**src/rtl/flash_arb_pkg.sv**
```systemverilog
`default_nettype none
// +----------------------------------------------------------------------+
// | flash_arb_pkg : shared types and field positions for the flash arbiter|
// | rev 1.0                                                              |
// +----------------------------------------------------------------------+
package flash_arb_pkg;

  localparam int BURST_W = 7;
  localparam int STRAY_W = 8;

  localparam int ST_IDLE_B   = 0;
  localparam int ST_CMD_B    = 1;
  localparam int ST_RDDATA_B = 2;
  localparam int ST_ABORT_B  = 3;

  typedef enum logic [3:0] {
    ST_IDLE   = 4'b0001 << ST_IDLE_B,
    ST_CMD    = 4'b0001 << ST_CMD_B,
    ST_RDDATA = 4'b0001 << ST_RDDATA_B,
    ST_ABORT  = 4'b0001 << ST_ABORT_B
  } state_e;

  localparam int STS_GNT_LSB   = 0;
  localparam int STS_TIMEOUT   = 2;
  localparam int STS_PROTO     = 3;
  localparam int STS_STATE_LSB = 4;
  localparam int STS_STRAY_LSB = 8;

  // A zero burst count still returns one beat.
  function automatic logic [BURST_W-1:0] beats_of(input logic [BURST_W-1:0] bc);
    return (bc == '0) ? BURST_W'(1) : bc;
  endfunction

endpackage
`default_nettype wire

```
**src/rtl/flash_avmm_arbiter_if.sv**
```systemverilog
`default_nettype none
// +----------------------------------------------------------------------+
// | flash_avmm_arbiter_if : AvMM requester / master bundle               |
// | rev 1.0                                                              |
// +----------------------------------------------------------------------+
interface flash_avmm_arbiter_if
  import flash_arb_pkg::*;
#(
  parameter int ADDR_W = 29
);
  logic [ADDR_W-1:0]  addr;
  logic               read;
  logic               write;
  logic [BURST_W-1:0] burstcnt;
  logic [31:0]        wrdata;
  logic               lock;
  logic               waitreq;
  logic [31:0]        rddata;
  logic               rddvld;

  modport master (
    output addr, read, write, burstcnt, wrdata, lock,
    input  waitreq, rddata, rddvld
  );

  modport slave (
    input  addr, read, write, burstcnt, wrdata, lock,
    output waitreq, rddata, rddvld
  );
endinterface
`default_nettype wire

```
**src/rtl/flash_arb_rr.sv**
```systemverilog
`default_nettype none
// +----------------------------------------------------------------------+
// | flash_arb_rr : 2-way round-robin pick with lock override             |
// | rev 1.0                                                              |
// +----------------------------------------------------------------------+
module flash_arb_rr (
  input  logic [1:0] req,
  input  logic       last_grant,
  input  logic       lock_vld,
  input  logic       lock_owner,
  output logic [1:0] grant
);

  always_comb begin
    grant = 2'b00;
    if (lock_vld) begin
      grant[lock_owner] = req[lock_owner];
    end else begin
      unique case (req)
        2'b01:   grant = 2'b01;
        2'b10:   grant = 2'b10;
        2'b11:   grant = last_grant ? 2'b01 : 2'b10;
        default: grant = 2'b00;
      endcase
    end
  end

endmodule
`default_nettype wire

```
**src/rtl/flash_avmm_arbiter.sv**
```systemverilog
`default_nettype none
// +----------------------------------------------------------------------+
// | flash_avmm_arbiter : shares the flash AvMM master between two        |
// | requesters (PXE copier, flash-update engine).            rev 1.0     |
// +----------------------------------------------------------------------+
module flash_avmm_arbiter
  import flash_arb_pkg::*;
#(
  parameter int FLASH_ADDR_WIDTH = 28,
  parameter int RSP_TIMEOUT      = 4095
) (
  input  logic                        clk,
  input  logic                        rst_n,
  flash_avmm_arbiter_if.slave         r0,
  flash_avmm_arbiter_if.slave         r1,
  flash_avmm_arbiter_if.master        m,
  input  logic                        sts_clr,
  output logic [31:0]                 arb_status
);

  localparam int              AW      = FLASH_ADDR_WIDTH + 1;
  localparam int              WD_W    = $clog2(RSP_TIMEOUT + 1);
  localparam logic [WD_W-1:0] WD_LAST = WD_W'(RSP_TIMEOUT - 1);

  state_e               state_q, state_d;
  logic [1:0]           grant_q, grant_d;
  logic                 last_q, last_d;
  logic                 lock_vld_q, lock_vld_d;
  logic                 lock_own_q, lock_own_d;
  logic [BURST_W-1:0]   beats_q, beats_d;
  logic [WD_W-1:0]      wd_q, wd_d;
  logic                 timeout_q, timeout_d;
  logic                 proto_q, proto_d;
  logic [STRAY_W-1:0]   stray_q, stray_d;

  logic [1:0]           rd, wr, req, lk, rr_gnt;
  logic                 own, lock_live, stray_hit;
  logic [AW-1:0]        own_addr;
  logic [BURST_W-1:0]   own_bc;
  logic [31:0]          own_wd;

  assign rd        = {r1.read, r0.read};
  assign wr        = {r1.write, r0.write};
  assign req       = rd | wr;
  assign lk        = {r1.lock, r0.lock};
  assign own       = grant_q[1];
  assign own_addr  = own ? r1.addr : r0.addr;
  assign own_bc    = own ? r1.burstcnt : r0.burstcnt;
  assign own_wd    = own ? r1.wrdata : r0.wrdata;
  assign lock_live = lock_vld_q & lk[lock_own_q];
  assign stray_hit = m.rddvld & (state_q != ST_RDDATA);

  flash_arb_rr u_rr (
    .req        (req),
    .last_grant (last_q),
    .lock_vld   (lock_live),
    .lock_owner (lock_own_q),
    .grant      (rr_gnt)
  );

  always_comb begin
    state_d    = state_q;
    grant_d    = grant_q;
    last_d     = last_q;
    lock_vld_d = lock_vld_q;
    lock_own_d = lock_own_q;
    beats_d    = beats_q;
    wd_d       = wd_q;
    timeout_d  = sts_clr ? 1'b0 : timeout_q;
    proto_d    = sts_clr ? 1'b0 : proto_q;
    stray_d    = sts_clr ? '0 : stray_q;

    unique case (state_q)
      ST_IDLE: begin
        lock_vld_d = lock_live;
        if (rr_gnt != 2'b00) begin
          grant_d = rr_gnt;
          state_d = ST_CMD;
        end
      end
      ST_CMD: begin
        if (!req[own]) begin
          state_d    = ST_IDLE;
          grant_d    = 2'b00;
          lock_vld_d = lk[own];
          lock_own_d = own;
        end else begin
          if (rd[own] && wr[own]) proto_d = 1'b1;
          if (!m.waitreq) begin
            last_d = own;
            if (rd[own]) begin
              beats_d = beats_of(own_bc);
              wd_d    = '0;
              state_d = ST_RDDATA;
            end else begin
              state_d    = ST_IDLE;
              grant_d    = 2'b00;
              lock_vld_d = lk[own];
              lock_own_d = own;
            end
          end
        end
      end
      ST_RDDATA: begin
        if (m.rddvld) begin
          beats_d = beats_q - BURST_W'(1);
          wd_d    = '0;
          if (beats_q == BURST_W'(1)) begin
            state_d    = ST_IDLE;
            grant_d    = 2'b00;
            lock_vld_d = lk[own];
            lock_own_d = own;
          end
        end else if (wd_q == WD_LAST) begin
          // A hung response must not let a locked owner starve the other side.
          timeout_d  = 1'b1;
          state_d    = ST_ABORT;
          grant_d    = 2'b00;
          lock_vld_d = 1'b0;
        end else begin
          wd_d = wd_q + WD_W'(1);
        end
      end
      ST_ABORT: begin
        beats_d    = '0;
        lock_vld_d = 1'b0;
        state_d    = ST_IDLE;
      end
      default: begin
        state_d = ST_IDLE;
        grant_d = 2'b00;
      end
    endcase

    if (stray_hit) begin
      if (sts_clr)                  stray_d = STRAY_W'(1);
      else if (stray_q != '1)       stray_d = stray_q + STRAY_W'(1);
    end
  end

  always_ff @(posedge clk or negedge rst_n) begin
    if (!rst_n) begin
      state_q    <= ST_IDLE;
      grant_q    <= 2'b00;
      last_q     <= 1'b1;
      lock_vld_q <= 1'b0;
      lock_own_q <= 1'b0;
      beats_q    <= '0;
      wd_q       <= '0;
      timeout_q  <= 1'b0;
      proto_q    <= 1'b0;
      stray_q    <= '0;
    end else begin
      state_q    <= state_d;
      grant_q    <= grant_d;
      last_q     <= last_d;
      lock_vld_q <= lock_vld_d;
      lock_own_q <= lock_own_d;
      beats_q    <= beats_d;
      wd_q       <= wd_d;
      timeout_q  <= timeout_d;
      proto_q    <= proto_d;
      stray_q    <= stray_d;
    end
  end

  // Command path is a straight mux so the requester sees m_waitreq with no added latency.
  always_comb begin
    m.addr     = '0;
    m.read     = 1'b0;
    m.write    = 1'b0;
    m.burstcnt = '0;
    m.wrdata   = '0;
    r0.waitreq = 1'b1;
    r1.waitreq = 1'b1;
    if (state_q == ST_CMD) begin
      m.addr     = own_addr;
      m.read     = rd[own];
      m.write    = wr[own] & ~rd[own];
      m.burstcnt = own_bc;
      m.wrdata   = own_wd;
      r0.waitreq = own ? 1'b1 : m.waitreq;
      r1.waitreq = own ? m.waitreq : 1'b1;
    end
  end

  assign m.lock     = 1'b0;
  assign r0.rddata  = m.rddata;
  assign r1.rddata  = m.rddata;
  assign r0.rddvld  = m.rddvld & (state_q == ST_RDDATA) & grant_q[0];
  assign r1.rddvld  = m.rddvld & (state_q == ST_RDDATA) & grant_q[1];

  assign arb_status = {16'h0000, stray_q, state_q, proto_q, timeout_q, grant_q};

endmodule
`default_nettype wire
```
**src/flat_wrapper.sv**
```systemverilog
// flat-port wrapper written by rule: the top's interface ports become plain ports
module flash_avmm_arbiter_flat import flash_arb_pkg::*;
#(
  parameter int FLASH_ADDR_WIDTH = 28,
  parameter int RSP_TIMEOUT      = 4095
)
  (clk, rst_n, sts_clr, arb_status, r0_addr, r0_read, r0_write, r0_burstcnt, r0_wrdata, r0_lock, r0_waitreq, r0_rddata, r0_rddvld, r1_addr, r1_read, r1_write, r1_burstcnt, r1_wrdata, r1_lock, r1_waitreq, r1_rddata, r1_rddvld, m_addr, m_read, m_write, m_burstcnt, m_wrdata, m_lock, m_waitreq, m_rddata, m_rddvld);
  flash_avmm_arbiter_if r0_i ();
  flash_avmm_arbiter_if r1_i ();
  flash_avmm_arbiter_if m_i ();
  input  logic clk;
  input  logic rst_n;
  input  logic sts_clr;
  output logic [31:0] arb_status;
  input wire logic [$bits(r0_i.addr)-1:0] r0_addr;
  input wire logic [$bits(r0_i.read)-1:0] r0_read;
  input wire logic [$bits(r0_i.write)-1:0] r0_write;
  input wire logic [$bits(r0_i.burstcnt)-1:0] r0_burstcnt;
  input wire logic [$bits(r0_i.wrdata)-1:0] r0_wrdata;
  input wire logic [$bits(r0_i.lock)-1:0] r0_lock;
  output wire logic [$bits(r0_i.waitreq)-1:0] r0_waitreq;
  output wire logic [$bits(r0_i.rddata)-1:0] r0_rddata;
  output wire logic [$bits(r0_i.rddvld)-1:0] r0_rddvld;
  input wire logic [$bits(r1_i.addr)-1:0] r1_addr;
  input wire logic [$bits(r1_i.read)-1:0] r1_read;
  input wire logic [$bits(r1_i.write)-1:0] r1_write;
  input wire logic [$bits(r1_i.burstcnt)-1:0] r1_burstcnt;
  input wire logic [$bits(r1_i.wrdata)-1:0] r1_wrdata;
  input wire logic [$bits(r1_i.lock)-1:0] r1_lock;
  output wire logic [$bits(r1_i.waitreq)-1:0] r1_waitreq;
  output wire logic [$bits(r1_i.rddata)-1:0] r1_rddata;
  output wire logic [$bits(r1_i.rddvld)-1:0] r1_rddvld;
  output wire logic [$bits(m_i.addr)-1:0] m_addr;
  output wire logic [$bits(m_i.read)-1:0] m_read;
  output wire logic [$bits(m_i.write)-1:0] m_write;
  output wire logic [$bits(m_i.burstcnt)-1:0] m_burstcnt;
  output wire logic [$bits(m_i.wrdata)-1:0] m_wrdata;
  output wire logic [$bits(m_i.lock)-1:0] m_lock;
  input wire logic [$bits(m_i.waitreq)-1:0] m_waitreq;
  input wire logic [$bits(m_i.rddata)-1:0] m_rddata;
  input wire logic [$bits(m_i.rddvld)-1:0] m_rddvld;
  assign r0_i.addr = r0_addr;
  assign r0_i.read = r0_read;
  assign r0_i.write = r0_write;
  assign r0_i.burstcnt = r0_burstcnt;
  assign r0_i.wrdata = r0_wrdata;
  assign r0_i.lock = r0_lock;
  assign r0_waitreq = r0_i.waitreq;
  assign r0_rddata = r0_i.rddata;
  assign r0_rddvld = r0_i.rddvld;
  assign r1_i.addr = r1_addr;
  assign r1_i.read = r1_read;
  assign r1_i.write = r1_write;
  assign r1_i.burstcnt = r1_burstcnt;
  assign r1_i.wrdata = r1_wrdata;
  assign r1_i.lock = r1_lock;
  assign r1_waitreq = r1_i.waitreq;
  assign r1_rddata = r1_i.rddata;
  assign r1_rddvld = r1_i.rddvld;
  assign m_addr = m_i.addr;
  assign m_read = m_i.read;
  assign m_write = m_i.write;
  assign m_burstcnt = m_i.burstcnt;
  assign m_wrdata = m_i.wrdata;
  assign m_lock = m_i.lock;
  assign m_i.waitreq = m_waitreq;
  assign m_i.rddata = m_rddata;
  assign m_i.rddvld = m_rddvld;
  flash_avmm_arbiter #(.FLASH_ADDR_WIDTH(FLASH_ADDR_WIDTH), .RSP_TIMEOUT(RSP_TIMEOUT)) u_core (.clk(clk), .rst_n(rst_n), .r0(r0_i), .r1(r1_i), .m(m_i), .sts_clr(sts_clr), .arb_status(arb_status));
endmodule
```
**config.mk**
```make
export PLATFORM = sky130hd
export DESIGN_NAME = flash_avmm_arbiter_flat
export DESIGN_NICKNAME = d
export VERILOG_FILES = /design/src/rtl/flash_arb_pkg.sv /design/src/rtl/flash_avmm_arbiter_if.sv /design/src/rtl/flash_arb_rr.sv /design/src/rtl/flash_avmm_arbiter.sv /design/src/flat_wrapper.sv
export SDC_FILE = /design/constraint.sdc
export NUM_CORES = 1
export LEC_CHECK = 0
export ABC_AREA = 1
export BUFFER_PORTS_ARGS = -buffer_cell sky130_fd_sc_hd__buf_4
export CAP_MARGIN = 20
export CORE_AREA = 3 3 136 138
export CTS_CLUSTER_SIZE = 16
export DETAILED_ROUTE_END_ITERATION = 12
export DIE_AREA = 0 0 139 141
export GPL_TIMING_DRIVEN = 0
export PLACE_DENSITY_LB_ADDON = 0.05
export SLEW_MARGIN = 10
export SYNTH_ARGS = -nofsm -noshare
export SYNTH_HDL_FRONTEND = slang
export SYNTH_SLANG_ARGS = --single-unit
```
**constraint.sdc**
```tcl
create_clock -name clk -period 4 [get_ports clk]
set_input_delay 0.4 -clock clk [delete_from_list [all_inputs] [get_ports clk]]
set_output_delay 0.4 -clock clk [all_outputs]
set_load 0.005 [all_outputs]
```
==> flow_metrics.py, run 1 <==
metrics = {
    "sta": {
        "timing.setup.tns_ns": 0,
        "rsz0062_at_grt": "false",
        "least_margin_pin_slew_ns": 0.527,
        "finalSetupViolCount": 0,
        "final.min_clock_period_ns": 2.43,
        "clock-skew-final_ns": 0.00774,
        "fmax_mhz": 411,
        "final_min_period_over_clock_period_pct": 60.9,
        "worst_hold_slack_across_all_endpoints_ns": 0.0908,
        "relative_slew_margins_pct": 64.8,
        "finalHoldViolations": 0,
        "setup_slack_ns": 1.57,
        "drv_slew": 0,
    },
    "worst_hold_path": {
        "kind_of_path_behind_the_tightest_hold_check": "input pin to asynchronous set/reset pin",
    },
    "detailed_routing": {
        "detailroute.via_count": 5190,
        "routed_wl_mm": 17.8,
        "drt_pass1_iterations": 4,
        "route.detailed.wl_per_inst_um": 14.6,
        "final_antenna_net_count": 0,
        "post-route-drc-count": 0,
        "drtIter0Drc": 244,
        "route.detailed.vias_per_inst": 4.24,
    },
    "synth": {
        "synth.ff_latch_count": 38,
        "synth-adder-area-share_pct": 1.52,
        "synth_xor_area_share_pct": 1.70,
        "netlist-cell-type-count": 37,
        "synth_edf_count": 0,
        "yosysWarnings": 0,
        "syn_area_um2": 4130,
        "syn-mean-instance-area_um2": 6.12,
        "yosys-top-cells-area": "dfrtp_1, nand2_1, buf_4",
        "synth_top_area_share_pct": 21.8,
        "synth_top_family_by_area": "simple AND/OR/NAND/NOR gates",
        "synth_mux_area_share_pct": 0.243,
        "synthesis.instances": 674,
        "synthDominantAreaCellType": "dfrtp_1",
        "ys_seq_area_share_pct": 23.1,
        "post_synthesis_compound_gate_area_fraction_pct": 14.9,
        "synthFlopType": "dfrtp_1",
        "synthSimpleGateAreaFrac_pct": 35.2,
        "synth_async_sr_flop_share_pct": 100,
    },
    "clocking": {
        "clk_path_buf_depth": 2,
        "postCtsResizedCells": 0,
        "numCtsBuffers": 5,
        "clock_latency_on_the_worst_skew_pair_ns": 0.28,
        "cts_hold_buf": 0,
        "clock_pin_transition_on_the_worst_setup_and_hold_timing_paths_ns": 0.06,
        "numClockSinks": 38,
        "cts_root_buf": "clkbuf_16",
        "ctsHtreeMaxLevel": 2,
        "tritoncts": "built",
        "cts_setup_buffers": 0,
    },
    "pwr": {
        "cellPowerDensity_nw_per_um2": 410,
        "total_power_mw": 2.83,
        "ir_drop_mv": 0.183,
        "static-leakage-power_nw": 3.75,
    },
    "run": {
        "drv.max_cap_violation_count": 0,
    },
    "global_routing": {
        "first_pass_grt_wire_length_mm": 26.5,
        "grt_max_degree": 39,
        "grt_antenna_before_repair": 0,
        "first_global_vias": 4846,
        "global_route.overflow_total": 0,
        "globalRouteTotalUtil_pct": 16.6,
    },
    "cells_and_area": {
        "antennaDiodeCount": 0,
        "multi_input_area_um2": 2270,
        "final_cell_mix": "buf_4, nand2_1, a21oi_1",
        "final_cell_count_no_fill": 1223,
        "syn2layout_area_growth_pct": 67.7,
        "drive_gt1_share_pct": 44.7,
        "register_area_um2": 953,
        "final.fill_count": 1878,
        "utilization_pct": 40.0,
        "layout_commonest_cell": "buf_4",
        "nNetsFinal": 1181,
        "final_design_instance_area_without_fill_um2": 6920,
    },
    "floorplan": {
        "floorplan.die.width_um": 139,
        "fp.dieArea_um2": 19600,
        "floorplan.core_area_um2": 17300,
        "dieHeight_um": 141,
        "std_cell_rows": 48,
        "start_util_pct": 23.9,
        "number_of_top_level_pins": 350,
    },
    "place": {
        "detailedPlace.worstSlack_ns": 1.87,
        "dp.final_hpwl_mm": 15.0,
        "detailed_place.area_um2": 6720,
        "place_congestion": 0.848,
        "dpl.cell_count": 1215,
        "port_buffers": 300,
    },
    "setup_path": {
        "timing.critical_path.fanout_max": 10,
        "type_of_the_setup_path_with_the_least_slack": "register to output port",
        "critical_path.startpoint_type": "register",
        "worstPathArrival_ns": 2.03,
        "critical_path_required_ns": 3.60,
        "start_point_of_the_critical_path": "u_core.grant_q[1]",
        "crit-reg2reg-launch": "u_core.wd_q[0]",
        "worst_setup_path_end_kind": "output port",
        "register_to_register_path_depth": 11,
    },
    "outcome": {
        "outcome": "completed",
    },
}
## Yosys cell counts (3+ instances only)
master	instances
o21ai_1	12
dfrtp_1	36
nand2_2	5
clkbuf_1	3
nand2_1	237
a21oi_1	71
ha_1	5
o22ai_1	3
nand3_1	25
buf_2	14
buf_1	7
or2_2	3
inv_2	6
nand4_1	7
o21ai_0	16
nor2_4	3
nor2_2	7
nor2_1	48
buf_4	89
nor3_1	9
o21ai_2	5
xor2_1	7
inv_1	37
## cell families (layout without fill, tap and decap cells)
kind of cell,count (synthesis),count (layout)
adder cells (fa/ha/maj),5,5
XOR/XNOR,8,8
flip-flops,38,38
buffers and inverters,158,466
AO/OA/AOI/OAI,114,114
other,1,17
AND/OR/NAND/NOR,349,349
multiplexers,1,1
## worst max-delay path: stages (launching register included)
cell and delay [ns]:
dfrtp_1 0.41, buf_4 0.19, inv_2 0.07, buf_2 0.21, buf_4 0.20, buf_2 0.23, nand2_1 0.14, a21oi_1 0.15
buf_4 0.13
## cell type report
class | instances | share of cell area (%)
clock buffer | 6 | 2.01
buffer | 115 | 11.5
timing repair buffer | 300 | 32.5
sequential | 38 | 13.8
tap | 225 | 4.07
inverter | 43 | 2.33
clock inverter | 2 | 0.868
multi-input combinational | 494 | 32.9
## per-layer routing
| metal | global-route usage [%] | share of wire (%) | wire length, um | vias up |
|---|---|---|---|---|
| met4 | 2.63 | 1.1 | 197 | 0 |
| li1 | - | - | - | 2683 |
| met3 | 4.48 | 8.3 | 1480 | 13 |
| met2 | 28.7 | 48 | 8570 | 242 |
| met1 | 21.2 | 42 | 7570 | 2252 |
| met5 | 0 | 0 | 0 | - |
## report_power, final
| part | internal (mW) | leakage [nW] | switching [mW] |
|---|---|---|---|
| clock network | 0.375 | 0.0971 | 0.157 |
| registers | 0.480 | 0.504 | 0.0831 |
| logic | 0.765 | 3.15 | 0.974 |
## path summary, 6_finish.rpt
kind | endpoint | slack, ns
max | m_wrdata[3] | 1.57
min | u_core.state_q[2] | 0.09
max reg2reg | u_core.grant_q[0] | 2.22
min reg2reg | u_core.timeout_q | 0.51
max in group asynchronous | u_core.state_q[0] | 3.53
min in group clk | u_core.last_q | 0.40
## registers in the layout (all words and copies together), names as in the netlist
name and cells:
u_core.lock_own_q 1, u_core.timeout_q 1, u_core.grant_q 2, u_core.last_q 1
u_core.proto_q 1, u_core.stray_q 8, u_core.beats_q 7, u_core.wd_q 12
u_core.state_q 4, u_core.lock_vld_q 1
Note: power is estimated with default switching activity, not from simulation.
==> inputs of run 2 (changes only) <==
--- a/config.mk
+++ b/config.mk
@@ -5,13 +5,13 @@
 export SDC_FILE = /design/constraint.sdc
 export NUM_CORES = 1
 export LEC_CHECK = 0
-export ABC_AREA = 1
+export ABC_AREA = 0
 export BUFFER_PORTS_ARGS = -buffer_cell sky130_fd_sc_hd__buf_4
 export CAP_MARGIN = 20
-export CORE_AREA = 3 3 136 138
+export CORE_AREA = 3 3 133 135
 export CTS_CLUSTER_SIZE = 16
 export DETAILED_ROUTE_END_ITERATION = 12
-export DIE_AREA = 0 0 139 141
+export DIE_AREA = 0 0 136 138
 export GPL_TIMING_DRIVEN = 0
 export PLACE_DENSITY_LB_ADDON = 0.05
 export SLEW_MARGIN = 10
==> constraint.sdc (replaced) <==
create_clock -name clk -period 2.2 [get_ports clk]
set_input_delay 0.22 -clock clk [delete_from_list [all_inputs] [get_ports clk]]
set_output_delay 0.22 -clock clk [all_outputs]
set_load 0.005 [all_outputs]
==> run 2 against run 1 <==
Against the previous run:
- routed wire length grew 15%
- clock power increased by 37%
- highest routed layer is now met5
- synthesized cell count is 26% lower
- final cell count down 13%
- worst setup slack worse by 1.6 ns
- clock skew shrank 0.0028 ns
==> flow_metrics.py, run 2 <==
metrics = {
    "setup_path": {
        "worst_setup_path_end_kind": "output port",
        "timing.critical_path.fanout_max": 10,
        "register_to_register_path_depth": 6,
        "critical_path.startpoint_type": "register",
        "crit-reg2reg-launch": "u_core.state_q[1]",
        "critical_path_required_ns": 1.98,
        "type_of_the_setup_path_with_the_least_slack": "register to output port",
        "timing.reg2reg.setup_slack_ns": 0.11,
        "worstPathArrival_ns": 1.97,
        "regToRegEndpoint": "u_core.lock_own_q",
    },
    "synth": {
        "post_synthesis_compound_gate_area_fraction_pct": 13.0,
        "synth_edf_count": 0,
        "syn_area_um2": 4200,
        "ys_seq_area_share_pct": 22.7,
        "synthMostInstantiatedCell": "nor2_1",
        "synthSimpleGateAreaFrac_pct": 21.8,
        "synthFlopType": "dfrtp_1",
        "synth_mux_area_share_pct": 18.3,
        "synth.ff_latch_count": 38,
        "synthesis.instances": 501,
        "synth-adder-area-share_pct": 1.49,
        "synthDominantAreaCellType": "dfrtp_1",
        "synth_top_area_share_pct": 21.4,
        "synth_async_sr_flop_share_pct": 100,
        "yosys-top-cells-area": "dfrtp_1, mux2i_1, buf_4",
        "synth_xor_area_share_pct": 2.92,
        "yosysWarnings": 0,
        "synth_top_family_by_area": "simple AND/OR/NAND/NOR gates",
        "netlist-cell-type-count": 71,
        "syn-mean-instance-area_um2": 8.39,
        "synth.top_cells.by_count": "nor2_1, buf_4, mux2i_1",
    },
    "floorplan": {
        "floorplan.core_area_um2": 16600,
        "std_cell_rows": 47,
        "number_of_top_level_pins": 350,
        "dieHeight_um": 138,
        "floorplan.die.width_um": 136,
        "start_util_pct": 25.3,
        "fp.dieArea_um2": 18800,
    },
    "cells_and_area": {
        "final_cell_count_no_fill": 1070,
        "largest_registers": "u_core.wd_q: 12 flops, u_core.stray_q: 8 flops, u_core.beats_q: 7 flops",
        "final_cell_mix": "buf_4, nor2_1, mux2i_1",
        "final_design_instance_area_without_fill_um2": 7550,
        "multi_input_area_um2": 2730,
        "final.fill_count": 1697,
        "registers.top_by_ff_count": "u_core.wd_q",
        "largest_register_ff_count": 12,
        "layout_commonest_cell": "buf_4",
        "drive_gt1_share_pct": 60.8,
        "nNetsFinal": 1032,
        "register_area_um2": 956,
        "utilization_pct": 45.5,
        "syn2layout_area_growth_pct": 79.7,
    },
    "place": {
        "place_congestion": 0.800,
        "dpl.cell_count": 1036,
        "dp.final_hpwl_mm": 16.9,
        "port_buffers": 299,
        "detailed_place.area_um2": 6780,
    },
    "sta": {
        "fmax_mhz": 457,
        "final_min_period_over_clock_period_pct": 99.4,
        "final.min_clock_period_ns": 2.19,
        "least_margin_pin_slew_ns": 0.834,
        "timing.setup.tns_ns": 0,
        "finalSetupViolCount": 0,
        "clock-skew-final_ns": 0.00490,
        "relative_slew_margins_pct": 43.6,
        "finalHoldViolations": 0,
        "rsz0062_at_grt": "true",
        "drv_slew": 0,
    },
    "global_routing": {
        "gr-usage-met3_pct": 4.32,
        "grt_most_used_layer": "met2",
        "global_route.overflow_total": 0,
        "grt_antenna_before_repair": 2,
        "globalRouteTotalUtil_pct": 19.9,
        "grt_max_degree": 39,
        "grtUsageMet2_pct": 37.1,
        "first_global_vias": 4878,
        "globalRouteMet1Util_pct": 23.3,
        "first_pass_grt_wire_length_mm": 29.1,
    },
    "pwr": {
        "cellPowerDensity_nw_per_um2": 734,
        "total_power_mw": 5.54,
        "static-leakage-power_nw": 3.75,
        "ir_drop_mv": 0.419,
    },
    "detailed_routing": {
        "routed_wl_mm": 20.5,
        "detailroute.via_count": 4851,
        "drt_pass1_iterations": 4,
        "route.detailed.vias_per_inst": 4.53,
        "post-route-drc-count": 0,
        "final_antenna_net_count": 0,
        "route.detailed.wl_per_inst_um": 19.1,
        "drtIter0Drc": 92,
    },
    "clocking": {
        "clk_path_buf_depth": 2,
        "numClockSinks": 38,
        "numCtsBuffers": 5,
        "cts_root_buf": "clkbuf_16",
        "clock_pin_transition_on_the_worst_setup_and_hold_timing_paths_ns": 0.06,
        "tritoncts": "built",
        "clock_latency_on_the_worst_skew_pair_ns": 0.28,
        "ctsHtreeMaxLevel": 2,
    },
    "worst_hold_path": {
        "kind_of_path_behind_the_tightest_hold_check": "input pin to register",
        "hold_path_startpoint": "sts_clr",
        "worst_hold_path_endpoint": "u_core.stray_q[6]",
        "whs_path_depth": 2,
    },
    "run": {
        "drv.max_cap_violation_count": 0,
    },
    "outcome": {
        "outcome": "completed",
    },
}
-- run 2: changes by cell type after synthesis, moves of 7 or more --
cell / before / now
a21oi_1: 71 / 9
buf_2: 14 / 7
inv_1: 37 / 13
mux2i_1: 1 / 71
nand2_1: 237 / 18
nand3_1: 25 / 7
nor2_1: 48 / 105
o21ai_1: 12 / 5
xnor2_1: 1 / 10
-- run 2: worst max-delay path, cell delays in order, from the launching register on --
cell     delay, ns
dfrtp_1       0.39
buf_6         0.14
or4b_4        0.48
buf_12        0.17
buf_12        0.14
buf_12        0.14
nor2_2        0.10
buf_4         0.12
-- run 2: how the worst max path moves through the flow --
stage | endpoint | from | slack, ns
floorplan | m_wrdata[11] | u_core.state_q[3] | 0.23
global placement | m_addr[7] | u_core.grant_q[1] | -0.21
detailed placement | m_addr[7] | u_core.grant_q[1] | -0.21
CTS | m_wrdata[30] | u_core.state_q[3] | -0.04
global route | m_wrdata[30] | u_core.state_q[1] | -0.04
finish | m_wrdata[14] | u_core.state_q[1] | 0.01
-- run 2: layout make-up --
type / count / share of cell area (%)
flip-flops and latches: 38 / 12.7
well taps: 220 / 3.65
diodes: 1 / 0.0331
plain buffers: 108 / 11.6
inverters: 13 / 0.646
multi-input cells: 358 / 36.2
clock inverters: 1 / 0.0663
repair buffers: 324 / 33.3
clock buffers: 7 / 1.89
-- run 2: kinds of logic after synthesis --
family / after synthesis
flops: 38
buf+inv: 123
xor+xnor: 14
mux: 76
fa+ha+maj: 5
simple gates: 178
other cells: 1
compound gates: 66
-- run 2: report_power, final --
group / internal, mW / switching [mW] / total [mW] / leakage (nW)
logic: 2.02 / 1.76 / 3.78 / 3.18
clock network: 0.450 / 0.278 / 0.727 / 0.0739
registers: 0.859 / 0.177 / 1.04 / 0.499
total: 3.33 / 2.21 / 5.54 / 3.75
-- run 2: metal layers --
metal  wire length [um]  vias up
li1                   -     2328
met1               7870     2325
met2              10900      178
met3               1440       18
met4                272        2
met5                 13        -
-- run 2: per-stage QoR --
step / setup slack, ns / hold slack (ns)
after global placement: -0.205 / 0.233
after global routing: -0.0360 / 0.181
after CTS: -0.0367 / 0.163
after floorplan: 0.227 / -0.0756
after detailed placement: -0.207 / 0.238
final: 0.0131 / 0.164
-- run 2: repair_timing --
| item | CTS | global route |
|---|---|---|
| setup endpoints to repair | 74 | 81 |
| hold buffers | 1 | 0 |
| buffers inserted | 9 | 11 |
| resized for setup | 67 | 58 |
| cloned | 1 | 5 |
| pin swaps | 2 | 15 |
| endpoints found under the hold margin | 36 | 0 |
==> inputs of run 3 (changes only) <==
--- a/config.mk
+++ b/config.mk
@@ -8,13 +8,14 @@
 export ABC_AREA = 0
 export BUFFER_PORTS_ARGS = -buffer_cell sky130_fd_sc_hd__buf_4
 export CAP_MARGIN = 20
-export CORE_AREA = 3 3 133 135
+export CORE_AREA = 3 3 137 139
 export CTS_CLUSTER_SIZE = 16
 export DETAILED_ROUTE_END_ITERATION = 12
-export DIE_AREA = 0 0 136 138
+export DIE_AREA = 0 0 140 142
 export GPL_TIMING_DRIVEN = 0
 export PLACE_DENSITY_LB_ADDON = 0.05
 export SLEW_MARGIN = 10
 export SYNTH_ARGS = -nofsm -noshare
 export SYNTH_HDL_FRONTEND = slang
+export SYNTH_HIERARCHICAL = 1
 export SYNTH_SLANG_ARGS = --single-unit
==> run 3 against run 2 <==
Against the previous run:
- first-iteration DRC count grew 99%
- die area up 5.9%
- power decreased by 8.5%
- register-to-register slack is essentially flat
- critical endpoint is now r0_waitreq
- largest cell class unchanged
==> flow_metrics.py, run 3 <==
metrics = {
    "sta": {
        "least_margin_pin_slew_ns": 0.644,
        "final.min_clock_period_ns": 2.15,
        "fmax_mhz": 464,
        "rsz0062_at_grt": "true",
        "relative_slew_margins_pct": 56.8,
        "worst_hold_slack_across_all_endpoints_ns": 0.218,
        "finalHoldViolations": 0,
        "final_min_period_over_clock_period_pct": 97.9,
        "drv_slew": 0,
        "finalSetupViolCount": 0,
        "setup_slack_ns": 0.0454,
        "clock-skew-final_ns": 0.0105,
    },
    "floorplan": {
        "fp.dieArea_um2": 19900,
        "floorplan.die.width_um": 140,
        "floorplan.core_area_um2": 17800,
        "std_cell_rows": 49,
        "dieHeight_um": 142,
        "start_util_pct": 22.7,
        "number_of_top_level_pins": 350,
    },
    "global_routing": {
        "first_global_vias": 4657,
        "first_pass_grt_wire_length_mm": 27.4,
        "grt_max_degree": 39,
        "globalRouteTotalUtil_pct": 17.3,
        "grt_antenna_before_repair": 1,
        "global_route.overflow_total": 0,
    },
    "place": {
        "place_congestion": 0.936,
        "dpl.cell_count": 1055,
        "detailed_place.area_um2": 6630,
        "dp.final_hpwl_mm": 15.9,
        "port_buffers": 299,
        "detailedPlace.worstSlack_ns": -0.0816,
    },
    "cells_and_area": {
        "final.fill_count": 1868,
        "drive_gt1_share_pct": 52.7,
        "nNetsFinal": 1025,
        "syn2layout_area_growth_pct": 73.9,
        "final_cell_count_no_fill": 1072,
        "layout_commonest_cell": "buf_4",
        "largest_registers": "u_core/wd_q: 12 flops, u_core/stray_q: 8 flops, u_core/beats_q: 7 flops",
        "final_design_instance_area_without_fill_um2": 7020,
        "registers.top_by_ff_count": "u_core/wd_q",
        "largest_register_ff_count": 12,
        "final_cell_mix": "buf_4, nor2_1, mux2i_1",
    },
    "clocking": {
        "clock_latency_on_the_worst_skew_pair_ns": 0.29,
        "ctsHtreeMaxLevel": 2,
        "clock_pin_transition_on_the_worst_setup_and_hold_timing_paths_ns": 0.07,
        "cts_root_buf": "clkbuf_16",
        "numCtsBuffers": 5,
        "clk_path_buf_depth": 2,
        "numClockSinks": 38,
        "tritoncts": "built",
    },
    "synth": {
        "synthFlopType": "dfrtp_1",
        "syn-mean-instance-area_um2": 7.90,
        "synthDominantAreaCellType": "dfrtp_1",
        "synthesis.instances": 511,
        "synth_edf_count": 0,
        "yosys-top-cells-area": "dfrtp_1, mux2i_1, buf_4",
        "synth.top_cells.by_count": "nor2_1, buf_4, mux2i_1",
        "netlist-cell-type-count": 60,
        "synth_top_area_share_pct": 22.3,
        "ys_seq_area_share_pct": 23.6,
        "synth.ff_latch_count": 38,
        "yosysWarnings": 6,
        "synth_async_sr_flop_share_pct": 100,
        "synthMostInstantiatedCell": "nor2_1",
        "syn_area_um2": 4040,
    },
    "detailed_routing": {
        "detailroute.via_count": 4758,
        "drtIter0Drc": 183,
        "final_antenna_net_count": 0,
        "drt_pass1_iterations": 4,
        "route.detailed.vias_per_inst": 4.44,
        "post-route-drc-count": 0,
        "routed_wl_mm": 19.1,
        "route.detailed.wl_per_inst_um": 17.9,
    },
    "setup_path": {
        "critical_path_required_ns": 1.98,
        "type_of_the_setup_path_with_the_least_slack": "register to output port",
        "worst_setup_path_end_kind": "output port",
        "worstPathArrival_ns": 1.93,
        "timing.critical_path.fanout_max": 6,
        "critical_path.startpoint_type": "register",
    },
    "run": {
        "drv.max_cap_violation_count": 0,
    },
    "pwr": {
        "static-leakage-power_nw": 3.65,
        "cellPowerDensity_nw_per_um2": 722,
        "ir_drop_mv": 0.363,
    },
    "outcome": {
        "outcome": "completed",
    },
    "worst_hold_path": {
        "kind_of_path_behind_the_tightest_hold_check": "input pin to register",
    },
}
[run 3: changes by cell type in the layout (fill, tap and decap cells not counted), sizes merged, moves of 5 or more]
cell / change
buf: -15
xnor2: -8
a21oi: +11
o21ai: +7
nor4: -5
nor2: -6
[run 3: stage by stage]
step / util [%] / power, mW / TNS (ns)
final: 39.5 / 5.07 / 0
after global routing: 39.5 / 5.43 / -0.0751
after CTS: 38.6 / 4.95 / -0.00120
after detailed placement: 37.3 / 4.00 / -0.0816
after global placement: 37.3 / 3.97 / -0.0560
after floorplan: - / 2.71 / 0
[run 3: what timing repair did]
item                       4_1_cts  5_1_grt
setup endpoints to repair       72       74
hold buffers                     1        0
cloned                           2        2
gates resized for setup         20       34
pin swaps                        1        3
setup buffers                    0        5
hold endpoints to repair        36        0
[run 3: area by class of cell]
cell class              instances  area, um2  area share, %
repair buffers                307       2320           33.1
clock inverters                 3       40.0          0.571
plain buffers                 110        862           12.3
diodes                          1       2.50         0.0357
multi-input cells             367       2380           33.9
clock buffers                   5        125           1.78
flip-flops and latches         38        953           13.6
inverters                      12       45.0          0.642
well taps                     229        287           4.08
[run 3: worst paths after layout]
| kind | startpoint | slack, ns | endpoint | cells after the start |
|---|---|---|---|---|
| min in group asynchronous | rst_n | 0.45 | u_core/wd_q[7] | 2 |
| worst min-delay path | sts_clr | 0.22 | u_core/stray_q[0] | 3 |
| worst max register to register | u_core/state_q[2] | 0.11 | u_core/beats_q[4] | 8 |
| worst min register to register | u_core/lock_vld_q | 0.50 | u_core/lock_vld_q | 1 |
| worst max-delay path | u_core/state_q[2] | 0.05 | r0_waitreq | 4 |
| max in group asynchronous | rst_n | 1.39 | u_core/beats_q[4] | 2 |
[run 3: routing by layer]
metal  vias to the layer above  track usage, %  share of wire, %
met4                         0            3.31               1.2
met1                      2225            21.3                40
li1                       2338               -                 -
met2                       183            32.0                53
met3                        12            3.06               5.8
met5                         -               0                 0
[run 3: power by group]
part	total, mW	switching, mW	internal, mW	leakage (nW)
registers	1.02	0.170	0.851	0.501
logic	3.22	1.52	1.70	3.07
clock network	0.828	0.296	0.531	0.0836
total	5.07	1.99	3.08	3.65
[run 3: cells by family (layout without fill, tap and decap cells)]
logic type	count (synthesis)	count (layout)	share of synthesized area [%]
flops	38	38	23.6
simple gates	184	186	21.8
buf+inv	124	437	20.4
xor+xnor	4	4	0.868
mux	77	77	19.2
fa+ha+maj	5	5	1.55
other cells	1	18	0.0929
compound gates	78	78	12.5
[run 3: worst max-delay path, stage by stage, from the launching register on]
cell and delay [ns]:
dfrtp_1 0.39, buf_6 0.14, or4b_4 0.60, or3_4 0.39, buf_6 0.13
